===== src/rtl/caesar_sram_streamer.sv =====
// Moves command-sized blocks of words between one Caesar SRAM bank port and a pair of
// valid/ready streams. A 2-entry read buffer with bypass absorbs backpressure on the read side.
module caesar_sram_streamer #(
  parameter  int NUM_WORDS = 1024,
  parameter  int LEN_WIDTH = 16,
  localparam int AddrWidth = (NUM_WORDS > 1) ? $clog2(NUM_WORDS) : 1
) (
  input  logic                 clk_i,
  input  logic                 rst_i,
  input  logic                 cmd_valid_i,
  output logic                 cmd_ready_o,
  input  logic                 cmd_write_i,
  input  logic [AddrWidth-1:0] cmd_addr_i,
  input  logic [LEN_WIDTH-1:0] cmd_len_i,
  input  logic                 s_valid_i,
  output logic                 s_ready_o,
  input  logic [31:0]          s_data_i,
  output logic                 m_valid_o,
  input  logic                 m_ready_i,
  output logic [31:0]          m_data_o,
  output logic                 busy_o,
  output logic                 done_o,
  input  logic                 sleep_i,
  output logic                 req_o,
  output logic                 we_o,
  output logic [AddrWidth-1:0] addr_o,
  output logic [31:0]          wdata_o,
  output logic [3:0]           be_o,
  output logic                 set_retentive_no,
  input  logic [31:0]          rdata_i
);

  typedef enum logic [1:0] {IDLE, WRITE, READ, DONE} state_e;

  state_e               state_q, state_d;
  logic [AddrWidth-1:0] addr_q, addr_d, addrNext;
  logic [LEN_WIDTH-1:0] count_q, count_d;
  logic                 inflight_q, inflight_d;
  logic [31:0]          fifoMem_q [2];
  logic                 rdPtr_q, wrPtr_q;
  logic [1:0]           occ_q;
  logic                 fifoEmpty, mPop, fifoPush, fifoPop, readWindowOpen;

  // Explicit wrap compare so non-power-of-two banks also wrap to 0.
  assign addrNext = (addr_q == AddrWidth'(NUM_WORDS - 1)) ? '0 : addr_q + AddrWidth'(1);

  assign fifoEmpty      = (occ_q == 2'd0);
  assign readWindowOpen = (({1'b0, occ_q} + {2'b00, inflight_q}) < 3'd2);
  assign mPop           = m_valid_o && m_ready_i;
  // Returning read data bypasses the buffer when it is empty and the sink takes it now.
  assign fifoPush       = inflight_q && !(fifoEmpty && mPop);
  assign fifoPop        = mPop && !fifoEmpty;
  assign m_data_o       = fifoEmpty ? rdata_i : fifoMem_q[rdPtr_q];

  assign addr_o           = addr_q;
  assign wdata_o          = s_data_i;
  assign be_o             = 4'hF;
  assign busy_o           = (state_q != IDLE);
  assign set_retentive_no = ~(sleep_i && (state_q == IDLE));

  always_comb begin
    state_d     = state_q;
    addr_d      = addr_q;
    count_d     = count_q;
    inflight_d  = 1'b0;
    cmd_ready_o = 1'b0;
    s_ready_o   = 1'b0;
    m_valid_o   = 1'b0;
    req_o       = 1'b0;
    we_o        = 1'b0;
    done_o      = 1'b0;
    case (state_q)
      IDLE: begin
        cmd_ready_o = 1'b1;
        if (cmd_valid_i) begin
          addr_d  = cmd_addr_i;
          count_d = cmd_len_i;
          if (cmd_len_i == '0)   state_d = DONE;
          else if (cmd_write_i)  state_d = WRITE;
          else                   state_d = READ;
        end
      end
      WRITE: begin
        s_ready_o = 1'b1;
        req_o     = s_valid_i;
        we_o      = s_valid_i;
        if (s_valid_i) begin
          addr_d  = addrNext;
          count_d = count_q - LEN_WIDTH'(1);
          if (count_q == LEN_WIDTH'(1)) state_d = DONE;
        end
      end
      READ: begin
        m_valid_o = !fifoEmpty || inflight_q;
        if ((count_q != '0) && readWindowOpen) begin
          req_o      = 1'b1;
          addr_d     = addrNext;
          count_d    = count_q - LEN_WIDTH'(1);
          inflight_d = 1'b1;
        end
        if ((count_q == '0) && !inflight_q && fifoEmpty) state_d = DONE;
      end
      DONE: begin
        done_o  = 1'b1;
        state_d = IDLE;
      end
      default: state_d = IDLE;
    endcase
  end

  always_ff @(posedge clk_i) begin
    if (rst_i) begin
      state_q    <= IDLE;
      addr_q     <= '0;
      count_q    <= '0;
      inflight_q <= 1'b0;
      rdPtr_q    <= 1'b0;
      wrPtr_q    <= 1'b0;
      occ_q      <= 2'd0;
    end else begin
      state_q    <= state_d;
      addr_q     <= addr_d;
      count_q    <= count_d;
      inflight_q <= inflight_d;
      if (fifoPush) wrPtr_q <= ~wrPtr_q;
      if (fifoPop)  rdPtr_q <= ~rdPtr_q;
      case ({fifoPush, fifoPop})
        2'b10:   occ_q <= occ_q + 2'd1;
        2'b01:   occ_q <= occ_q - 2'd1;
        default: occ_q <= occ_q;
      endcase
    end
  end

  always_ff @(posedge clk_i) begin
    if (fifoPush) fifoMem_q[wrPtr_q] <= rdata_i;
  end

endmodule

===== config.mk =====
export PLATFORM = sky130hd
export DESIGN_NAME = caesar_sram_streamer
export DESIGN_NICKNAME = d
export VERILOG_FILES = /design/src/rtl/caesar_sram_streamer.sv
export SDC_FILE = /design/constraint.sdc
export NUM_CORES = 1
export LEC_CHECK = 0
export ABC_AREA = 0
export CELL_PAD_IN_SITES_DETAIL_PLACEMENT = 1
export CELL_PAD_IN_SITES_GLOBAL_PLACEMENT = 1
export CORE_UTILIZATION = 34
export CTS_CLUSTER_SIZE = 24
export DETAILED_ROUTE_END_ITERATION = 10
export GPL_TIMING_DRIVEN = 0
export HOLD_SLACK_MARGIN = 0.12
export PLACE_DENSITY_LB_ADDON = 0.05
export SETUP_SLACK_MARGIN = 0.1
export SYNTH_ARGS = -nofsm -noshare
export SYNTH_HDL_FRONTEND = slang
export SYNTH_SLANG_ARGS = --single-unit

===== constraint.sdc =====
create_clock -name clk_i -period 4.1 [get_ports clk_i]
set_input_delay 1.23 -clock clk_i [delete_from_list [all_inputs] [get_ports clk_i]]
set_output_delay 1.23 -clock clk_i [all_outputs]
set_load 0.01 [all_outputs]

==> results of run 1 <==
worst max-delay path by stage:
stage,slack (ns),start,endpoint
2_1_floorplan,0.83,m_ready_i,fifoMem_q[0][0]
3_3_place_gp,-0.57,m_ready_i,fifoMem_q[0][14]
3_5_place_dp,-0.008,state_q[0],req_o
4_1_cts,0.13,occ_q[0],m_data_o[7]
5_1_grt,0.14,flip-flop,m_data_o[6]
6_report,0.30,rdata_i[7],m_data_o[7]
per-layer routing:
metal | up-vias | global-route usage, %
met2 | 132 | 36.8
met4 | 0 | 6.95
met3 | 17 | 2.88
met1 | 2244 | 25.9
met5 | - | 0
li1 | 2146 | -
cell usage after synthesis (3+ instances only):
cell	count
nand2_1	27
a21oi_1	57
or3_1	3
nor3_1	10
buf_2	4
and3_1	6
dfxtp_1	34
nor4_1	6
a211oi_1	8
buf_1	5
inv_1	14
o31ai_1	15
nor2b_1	3
o21ai_0	6
edfxtp_1	64
buf_4	36
clkbuf_1	20
mux2i_1	39
xnor2_1	3
a31oi_1	4
o41ai_1	3
nor2_1	62
o32ai_1	5
ha_1	9
nand3_1	12
o311ai_0	9
layout make-up:
type | instances | area (sq um)
buffer | 65 | 400
clock buffer | 9 | 225
clock inverter | 7 | 109
fill | 1620 | 7370
inverter | 15 | 56.3
multi-input combinational | 326 | 2100
sequential | 98 | 2600
tap | 184 | 230
timing repair buffer | 147 | 1490
worst max-delay path: stages:
cell and delay (ns):
clkdlybuf4s50_1 0.50, nor2_1 0.06, a21oi_1 0.20, clkdlybuf4s50_1 0.58
cell families (layout without fill, tap and decap cells):
kind of cell / Yosys count / in the layout / share of synthesized area (%)
xor gates and xnor gates: 4 / 4 / 0.685
DFF: 98 / 98 / 50.9
muxes: 39 / 39 / 7.63
adders and majority gates: 9 / 9 / 2.20
and+or+nand+nor: 144 / 144 / 13.6
other: 1 / 4 / 0.0733
buffers and inverters: 81 / 243 / 8.83
AOI/OAI and AO/OA: 126 / 126 / 16.1
registers in the layout, summed over array words and instances, names as in the netlist, named ones only:
signal	flops
fifoMem_q	64
count_q	16
addr_o	10
occ_q	2
state_q	2
inflight_q	1
rdPtr_q	1
wrPtr_q	1
where the power goes:
part	total [mW]	internal, mW	switching (mW)
clock network	0.959	0.550	0.410
logic	2.44	0.991	1.44
registers	1.41	1.24	0.168
total	4.80	2.78	2.02
timing repair:
| item | 4_1_cts | 5_1_grt |
|---|---|---|
| setup buffers | 0 | 0 |
| gates resized for setup | 4 | 6 |
| endpoints found under the setup margin | 1 | 13 |
| hold buffers | 0 | 0 |
==> impl_results.md, run 1 <==
- Worst-margin pin slew: 1.04 ns
- Power Total: 4.80 mW
- Startpoint Class: input pin
- Pwr dens: around 670 nW/um^2
- Synthesized cell area: between 5000 and 6000 sq um
- Clk Tree Root Cell: clkbuf_16
- P&R area growth vs syn: 41.0%
- Vias in the first global route: 4,785
- Worst skew pair latency: ~0.35 ns
- Worst Hold Class: flip-flop to flip-flop
- Post-route worst setup slack: ~0.3 ns
- Cell Count, Final, Fillers Out: 851
- Io pins: 183
- Hold WS: 0.496 ns
- Core ar.: 14,600 sq um
- Congestion Overflow GR: 0
- Crit Path Max Fanout: 3
- CTS tree: built
- Final ANT Viol Nets: 0
- Max Cap Viol: 0
- Die Wd: about 120 um
- Syn Area/Cell: ~10 sq um
- Clk slew on worst S/H paths: 0.08 ns
- First-pass GRT wire length: 25.7 mm
- Fin util: 49.5%
- Maximum root-to-sink buffer count: 2
- DR WL/cell: 18.8 um
- Share of the synthesized area in the top cell type: 37.6%
- Leakage power: 2.55 nW
- Final period util: a little over 90%
- Synth area leader: edfxtp_1
- Worst EP required: 2.87 ns
- Final non-filler cell area: between 7000 and 8000 sq um
- Most common cell after layout, fill and taps aside: clkdlybuf4s50_1
- Crit Path Class: input pin to output pin
- Final setup vio count: 0
- Post-synth top flop: edfxtp_1
- Crit path DAT: around 2.6 ns
- Reg2reg end: count_q[9]
- Die ar.: 15,500 sq um
- Gr usage total: between 20% and 30%
- Most frequent cells in the layout: clkdlybuf4s50_1, edfxtp_1, nor2_1, a21oi_1, mux2i_1
- DIE HEIGHT: roughly 120 um
- Wl on met1: 6.86 mm
- Worst VDD drop: about 0.32 mV
- Max Slew Vio Count: 0
- Sequential fraction of the synthesis area: 50.9%
- Cell depth of the worst flop-to-flop path: 6
- RSZ-0062 raised after global routing: no
- Number of synthesized flops with an enable pin: 64
- Initial Utilization: between 30% and 40%
- Initial antenna violation count: 0
- Via count: 4,539
- Final min period: 3.80 ns
- Reg2reg start: count_q[11]
- Ys Warns: 0
- WL met3: 691 um
- DRT iter0 DRCs: 277
- Top sig layer: met4
- Largest net degree at the start of global routing: 26
- Vias per cell: roughly 5.3
- Diodes inserted: 0
- Flop2flop setup slack: 1.40 ns
- Relative slew slack: 30.3%
- Maximum clock rate: 263 MHz
- Routed WL: 16.0 mm
- Final Skew: 0.00580 ns
- Worst setup EP type: output pin
- Row cnt: 44
- Hold EP: count_q[10]
- TritonCTS buffer count: 9
- Routability congestion estimate: 0.913
- Netlist cell types: 56
- Share of layout cells above drive strength 1: a little under an eighth
- Wire length on met2: approximately 8 mm
- Net count, final: between 700 and 800
- Hold Crit Depth: 2
- Final Hold Fails: 0
- Number of clock sinks: 98
- Placed standard-cell area: 6860 sq um
- Dominant cells by area after synthesis: edfxtp_1, dfxtp_1, mux2i_1
- Placed insts: 836
- Htree depth: 3
- Setup TNS: 0 ns
- Port bufs: 145
- Pre-CTS WS: -0.00821 ns
- DRC violations left: 0
- Seq cells post-synth: 98
- Post-synth ARST share: 0%
- DRT Pass-1 Iters: 4
- Status: completed
- Hold_sp: count_q[10]
- Gate Count Post-Synth: between 500 and 600
- Final HPWL from detailed placement: 11.7 mm
Power figures use the tool's default switching activity.
==> run 2, diff against run 1 <==
- PLACE_DENSITY: unset -> 0.8
- PLACE_DENSITY_LB_ADDON: 0.05 -> unset
- TNS_END_PERCENT: unset -> 10
==> run 2 against run 1 <==
  * Clock-buffer cell count stayed put
  * Combinational power hardly changed
  * Clock power is 4.8% lower
  * Global-route usage is 0.27 points higher
  * Core utilization is 0.15 points lower
  * Final cell count stayed put
  * Fmax is 2.3% lower
  * Hold slack better by 0.0030 ns
  * Via count is 2.0% higher
  * Critical path type is now flip-flop to output pin
  * Critical endpoint is now req_o
==> impl_results.md, run 2 (synthesized netlist as in run 1, its figures left out) <==
- Startpoint Class: flip-flop
- Crit Path Max Fanout: 10
- Crit Path Class: flip-flop to output pin
- Io pins: approximately 180
- Die Wd: ~120 um
- Via count: 4,631
- Clk slew on worst S/H paths: 0.08 ns
- Fill cell count: about 1,600
- Cell Count, Final, Fillers Out: 851
- Most flop-heavy register: fifoMem_q
- Max FFs per register: 64
- Fin util: 49.3%
- Port bufs: 145
- Cell depth of the worst flop-to-flop path: 7
- Hold_sp: count_q[10]
- TritonCTS buffer count: 9
- Crit path DAT: about 2.7 ns
- Core ar.: 14,600 sq um
- Maximum root-to-sink buffer count: 2
- Worst Hold Class: flip-flop to flip-flop
- Maximum clock rate: 257 MHz
- Initial antenna violation count: 0
- Placed insts: 836
- Hold Buf Count CTS: 0
- Max incr delay on CP: roughly 0.5 ns
- Number of clock sinks: 98
- Worst setup EP type: output pin
- Worst-margin pin slew: around 1.0 ns
- Pre-CTS WS: -0.00644 ns
- Final period util: 94.7%
- Relative slew slack: 31.6%
- Initial Utilization: 35.1%
- Worst skew pair latency: 0.36 ns
- First-pass GRT wire length: between 20 and 30 mm
- Routed WL: around 17 mm
- Final HPWL from detailed placement: 12.2 mm
- Vias per cell: 5.44
- Reg2reg end: count_q[2]
- Congestion Overflow GR: 0
- Post-route worst setup slack: 0.216 ns
- Die ar.: between 15,000 and 20,000 sq um
- Hold Crit Depth: 2
- Net count, final: roughly 770
- Routability congestion estimate: 0.924
- Most frequent cells in the layout: clkdlybuf4s50_1, edfxtp_1, nor2_1, a21oi_1, mux2i_1
- Diodes inserted: 0
- CP dominant cell by count: inv_1
- Final setup vio count: 0
- Share of layout cells above drive strength 1: 10.9%
- DRT Pass-1 Iters: 5
- Final ANT Viol Nets: 0
- RSZ-0062 raised after global routing: yes
- Largest net degree at the start of global routing: 24
- CTS tree: built
- Htree depth: 3
- Worst VDD drop: ~0.35 mV
- Hold EP: count_q[10]
- Max Cap Viol: 0
- Worst EP required: ~2.9 ns
- Status: completed
- Slowest CP cell: clkdlybuf4s50_1
- DR WL/cell: 19.5 um
- Max Slew Vio Count: 0
- Gr usage total: between 20% and 30%
- Most common cell after layout, fill and taps aside: clkdlybuf4s50_1
- Crit-path cells: inv_1 -> ha_4 -> inv_1 -> clkbuf_1 -> clkbuf_4 -> a21oi_1 -> clkdlybuf4s50_1
- DIE HEIGHT: 125 um
- Pwr dens: 661 nW/um^2
- Leakage power: 2.53 nW
- DRT iter0 DRCs: 257
- P&R area growth vs syn: 40.6%
- Flop2flop setup slack: 1.44 ns
- Final Hold Fails: 0
- Final min period: between 3 and 4 ns
- Vias in the first global route: 4,829
- Final Skew: about 0.011 ns
- Power Total: 4.76 mW
- Worst Setup SP: state_q[0]
- Reg2reg start: state_q[0]
- Row cnt: 44
- Clk Tree Root Cell: clkbuf_16
- DRC violations left: 0
- Hold WS: around 0.50 ns
## run 2: cell types whose count changed in the layout (fill, tap and decap cells not counted)
cell       change
clkbuf_2       -3
clkbuf_1       +2
buf_1          +1
bufinv_16      -1
inv_8          +1
## run 2: worst max-delay path: cells and delay by family (launching register included)
| family | cells | cell delay [ns] |
|---|---|---|
| compound gates | 1 | 0.06 |
| fa+ha+maj | 1 | 0.32 |
| buf+inv | 5 | 1.51 |
| flops | 1 | 0.39 |
## run 2: what timing repair did
action,CTS,global route
resized for setup,3,3
endpoints found under the hold margin,0,0
endpoints found under the setup margin,1,6
buffers inserted,0,0
## run 2: metrics by stage
step | area [sq um] | setup TNS, ns
final | 7190 | 0
after global routing | 7190 | 0
after CTS | 7180 | 0
after detailed placement | 6860 | -0.00644
after global placement | 6810 | -27.38
after floorplan | 5130 | 0
## run 2: worst max-delay path by stage
stage	slack (ns)	end	depth (start not counted)
detailed placement	-0.006	req_o	8
floorplan	0.83	fifoMem_q[0][0]	3
CTS	0.10	req_o	7
finish	0.22	req_o	7
global placement	-0.43	fifoMem_q[1][18]	4
global route	0.05	m_data_o[26]	6
## run 2: report_power, final
part	internal, mW	switching (mW)	leakage, nW
Sequential	1.24	0.166	0.857
Clock	0.492	0.421	0.156
Combinational	0.991	1.45	1.52
Total	2.72	2.03	2.53
## run 2: area by class of cell
type | count | area, sq um | area share (%)
clock inverter | 7 | 90.1 | 1.25
clock buffer | 9 | 225 | 3.13
multi-input combinational | 326 | 2100 | 29.2
timing repair buffer | 147 | 1490 | 20.7
buffer | 65 | 397 | 5.51
sequential | 98 | 2600 | 36.2
inverter | 15 | 56.3 | 0.783
tap | 184 | 230 | 3.20
## run 2: per-layer routing
| metal | global-route usage, % | routed length, um | vias up |
|---|---|---|---|
| li1 | - | - | 2145 |
| met1 | 25.2 | 6860 | 2280 |
| met2 | 36.8 | 8400 | 178 |
| met3 | 4.51 | 975 | 28 |
| met4 | 8.15 | 329 | 0 |
| met5 | 0 | 0 | - |
